## src/rtl/tdm_demux.sv

```systemverilog
// Receive side of the 1-bit time-multiplexed link. It locks onto the frame
// marker, collects one bit per enabled slot, and publishes each complete word.
module tdm_demux #(
  parameter int CHANNELS = 8,
  parameter int SLOT_W   = $clog2(CHANNELS)
) (
  input  logic                clock,
  input  logic                resetn,
  input  logic                enable,
  input  logic                sync,
  input  logic                din,
  output logic [CHANNELS-1:0] q,
  output logic                valid,
  output logic                frame_err,
  output logic                locked,
  output logic [SLOT_W-1:0]   slot
);

  localparam logic [0:0] HUNT = 1'b0;
  localparam logic [0:0] RECV = 1'b1;

  localparam logic [SLOT_W-1:0] LAST_SLOT = SLOT_W'(CHANNELS - 1);
  localparam logic [SLOT_W-1:0] ONE_SLOT  = SLOT_W'(1);

  logic [0:0]          state;
  // The last slot's bit goes straight to q, so the shadow holds one bit fewer.
  logic [CHANNELS-2:0] shadow;

  assign locked = (state == RECV);

  always_ff @(posedge clock or negedge resetn) begin
    if (!resetn) begin
      state     <= HUNT;
      shadow    <= '0;
      q         <= '0;
      valid     <= 1'b0;
      frame_err <= 1'b0;
      slot      <= '0;
    end else begin
      valid     <= 1'b0;
      frame_err <= 1'b0;
      if (enable) begin
        case (state)
          HUNT: begin
            if (sync) begin
              shadow    <= '0;
              shadow[0] <= din;
              slot      <= ONE_SLOT;
              state     <= RECV;
            end
          end
          default: begin
            if (sync) begin
              // A marker anywhere but slot 0 restarts the frame here.
              frame_err <= (slot != '0);
              shadow    <= '0;
              shadow[0] <= din;
              slot      <= ONE_SLOT;
            end else if (slot == '0) begin
              frame_err <= 1'b1;
              slot      <= '0;
              state     <= HUNT;
            end else if (slot == LAST_SLOT) begin
              q     <= {din, shadow};
              valid <= 1'b1;
              slot  <= '0;
            end else begin
              shadow[slot] <= din;
              slot         <= slot + ONE_SLOT;
            end
          end
        endcase
      end
    end
  end

endmodule

```

## config.mk

```make
export PLATFORM = sky130hd
export DESIGN_NAME = tdm_demux
export DESIGN_NICKNAME = d
export VERILOG_FILES = /design/src/rtl/tdm_demux.sv
export SDC_FILE = /design/constraint.sdc
export NUM_CORES = 1
export LEC_CHECK = 0
export CORE_UTILIZATION = 51
export DETAILED_ROUTE_END_ITERATION = 6
export HOLD_SLACK_MARGIN = 0.15
export PLACE_DENSITY = 0.84
export SETUP_SLACK_MARGIN = 0.05
export SLEW_MARGIN = 10
export SYNTH_ARGS = -nofsm -noshare
export SYNTH_HDL_FRONTEND = slang
export SYNTH_SLANG_ARGS = --single-unit
```

## constraint.sdc

```tcl
create_clock -name clock -period 2.9 [get_ports clock]
set_input_delay 0.87 -clock clock [delete_from_list [all_inputs] [get_ports clock]]
set_output_delay 0.87 -clock clock [all_outputs]
set_load 0.02 [all_outputs]
```

==> results summary, run 1 <==
The xor/xnor share of the synthesized area is 0%. The pin slew with the least headroom to its limit came out at between 0.4 and 0.5 ns. After synthesis, the largest family of logic cells by area is simple AND/OR/NAND/NOR gates. In this run the number of H-tree levels came out at 1. The post-synthesis net count is ~110.

The first element of the critical path is slot[0]. The number of detailed-routing iterations run before antenna repair is 4. The netlist area before placement is between 1000 and 1500 sq um. The mean instance size in the synthesized netlist is between 10 and 15 sq um. The highest clock rate is just under 400 MHz. TritonCTS built the clock tree. The path class of the tightest hold or removal check is register to register. The hold violation total from the final report is 0.

The area used by multi-input combinational logic came out at around 540 sq um. The count of different cell masters after synthesis came out at 33. The die covers approximately 2400 sq um.

STA classifies the critical path startpoint as a register. The minimum setup slack in the final design came out at roughly 0.38 ns. The adder and majority gate portion of the synthesized area came out at under 10%.

The critical path goes through clkdlybuf4s50_1. The pre-CTS setup slack came out at 0.363 ns. Setup repair after global routing left no endpoint under its margin. After detailed routing, the number of remaining DRC violations is 0.

The clock latency at the later pin of the worst-skew pair is a little over 0.3 ns. The sequential standard cell area is 526 sq um. The setup TNS after final layout is 0 ns.

The count of endpoints failing setup in the final report is 0. The final RePlAce weighted congestion is around 0.83. In this run the clock root is driven by a clkbuf_4. The final HPWL from detailed placement is roughly 1.5 mm. The global-route wire length before repair is 3.57 mm.

The height of the chip came out at roughly 50 um. The maximum VDD drop came out at approximately 0.00053 V. No sink is reached through more buffers than the 2 on the longest clock path.

The quantity of gates resized following cts came out at 0. Once the floorplan was initialized, standard cells occupied a little under three fifths of the core. The top-level I/O count came out at 19.

The leftover overflow at the end of global routing is 0. The maximum number of pins on one net before global-route repair is 22. The first routing iteration left 18 violations.

The count of pins over their slew limit is 0. The power density of the placed cells is approximately 750 nW/um^2. After clock tree synthesis, the clock-pin slew on the worst setup and hold paths is around 0.11 ns.

The gate family responsible for the most delay along the worst path is buffers and inverters. Buffers inserted during clock tree synthesis total 3. The initial antenna violation count came out at 0. The core region is 2000 sq um. The Yosys step of the flow raised 0 warnings. The overall routed net length came out at between 2 and 2.5 mm. For the worst setup path, the data required time is ~2.0 ns.

The synthesized netlist cell count is just under 100. Dividing the detail-routed wire length by the instance count gives between 15 and 20 um. The final design utilization is about 67%.

The startpoint identified for the worst register-to-register timing path is slot[0]. The worst hold slack across all endpoints is ~0.52 ns. The area added between synthesis and finish came out at 20.9%. In the final design database the tool counted between 100 and 150 nets. The quantity of hold-fixing buffers added after cts is 0.

The register bit count reported by yosys is 21. The horizontal die dimension is approximately 49 um. The cell leakage power came out at ~0.00063 uW. The number of standard-cell rows in the floorplan came out at 16. The via density per instance is approximately 5.8. The via count of the first global-routing pass came out at between 700 and 800. Between clock sinks in the finished design, the worst skew comes to 0.000812 ns. The total routing usage reported by global routing came out at 20.4%. The worst endpoint data arrival time is about 1.7 ns.

Measured against its own limit, the worst slew margin works out to 69.5%. Once detail routing completed, the nets flagged for antenna violations numbered 0. The worst setup path is captured at an output port. The flow ran to the end, and the final reports show no timing, DRC or antenna violations. The via total after detailed routing is approximately 830. The compound-cell area share of the yosys netlist is 13.1%. The shortest period the worst path allows came out at about 2.5 ns. Buffers placed on the I/O ports in this run total 18. 0 antenna diodes ended up in the layout. The post-route netlist has between 10% and 20% of its cells at a drive strength greater than 1. The critical path start-end classification is register to output port. The period utilization is 86.9%. The post-layout total power is about 1000 uW. The count of fill cells added during filler insertion came out at between 150 and 200. The largest individual stage delay along the critical path comes from the cell clkdlybuf4s50_1. The startpoint of the lowest-slack hold path is shadow[1]. The post-synthesis share of cell area spent on and, or, nand and nor gates is a little under a fifth. The number of buffers and inverters on the critical path is 1.

The tool flagged a number of max-cap violations equal to 0. The largest stage delay on the critical path is roughly 0.70 ns. The multiplexer fraction of the synthesized cell area is a little over a tenth.

The clock sink count is 21. The biggest fanout along the worst timing path came out at 15. The sequential element share of the synthesized area is 47.3%.

Buffers added to address setup during post-CTS repair amount to 0.
-- Yosys cell counts --
library cell,number,area (sq um)
a22o_1,1,8.76
o21ai_1,5,25.0
a31oi_1,1,6.26
inv_1,6,22.5
buf_2,4,20.0
dfrtp_1,21,526
nor3_1,2,10.0
nand3_1,4,20.0
or3b_1,1,8.76
a21oi_1,1,5.00
a32oi_1,1,8.76
nand4bb_1,1,11.3
nand3_4,1,17.5
a31o_1,1,8.76
nand2_1,4,15.0
ha_1,5,62.6
and3b_2,1,10.0
o221ai_1,1,8.76
mux2_4,8,120
nand3b_1,3,22.5
o21ai_0,1,5.00
o32a_1,1,10.0
o211ai_1,3,22.5
nand2b_1,2,12.5
and4bb_1,1,12.5
a32o_1,3,30.0
clkbuf_1,1,3.75
o22ai_1,1,6.26
nor2_1,5,18.8
and3b_1,1,8.76
and3_1,2,12.5
nor2b_1,3,18.8
and2_1,2,12.5
-- kinds of logic after synthesis --
family | Yosys count
mux | 8
fa+ha+maj | 5
compound gates | 20
flops | 21
simple gates | 33
buf+inv | 11
-- flip-flops by register name (all words and copies together) (netlist names) --
name and cells:
locked 1, frame_err 1, slot 3, shadow 7, valid 1, q 8
-- power by group --
| group | internal (uW) | switching, uW |
|---|---|---|
| logic | 195 | 218 |
| clock network | 51.6 | 91.2 |
| registers | 347 | 99.4 |
| total | 593 | 409 |
-- area by class of cell --
cell class	instances	share of cell area, %
Timing Repair Buffer	20	14.5
Multi-Input combinational cell	66	40.1
Tap cell	27	2.51
Inverter	6	1.68
Sequential cell	21	39.1
Clock inverter	1	0.372
Clock buffer	3	1.68
-- metal layers --
metal  wire, um  track usage [%]  vias to the layer above
met5          0                0                        -
met4         64             11.8                        0
met3        102             2.83                        7
met2       1020             33.1                       26
met1        985             26.1                      399
li1           -                -                      396
-- worst paths after layout --
check	endpoint	slack (ns)	cells after the start
max	slot[0]	0.38	1
min in group asynchronous	q[2]	0.88	2
min reg2reg	q[1]	0.52	1
max in group asynchronous	slot[0]	1.81	2
max reg2reg	shadow[5]	0.59	8
min	q[1]	0.52	1
-- placed cells by master, fill, tap and decap left out, types with 2 or more instances in the layout --
master	netlist	routed
nor3_1	2	2
ha_1	5	5
nand2_1	4	4
dfrtp_1	21	21
buf_4	0	2
inv_1	6	6
nor2_1	5	5
mux2_4	8	8
a32o_1	3	3
and3_1	2	2
clkdlybuf4s50_1	0	18
o211ai_1	3	3
nand2b_1	2	2
nand3_1	4	4
nor2b_1	3	3
clkbuf_4	0	3
and2_1	2	2
o21ai_1	5	5
nand3b_1	3	3
-- through the flow --
step	cell area, sq um	instances
after floorplan	1110	98
after global placement	1320	140
after detailed placement	1320	140
after CTS	1340	144
after global routing	1340	144
final	1340	144
Power figures use the tool's default switching activity.
==> run 2: changes to the inputs <==
- SKIP_LAST_GASP: not set -> 1
==> results of run 2 <==
Same layout as run 1: the final DEF is identical, and so are final timing and power.
==> run 3: changes to the inputs <==
- HOLD_SLACK_MARGIN: 0.15 -> 0.03
==> results of run 3 <==
Same layout as run 1: the final DEF is identical, and so are final timing and power.
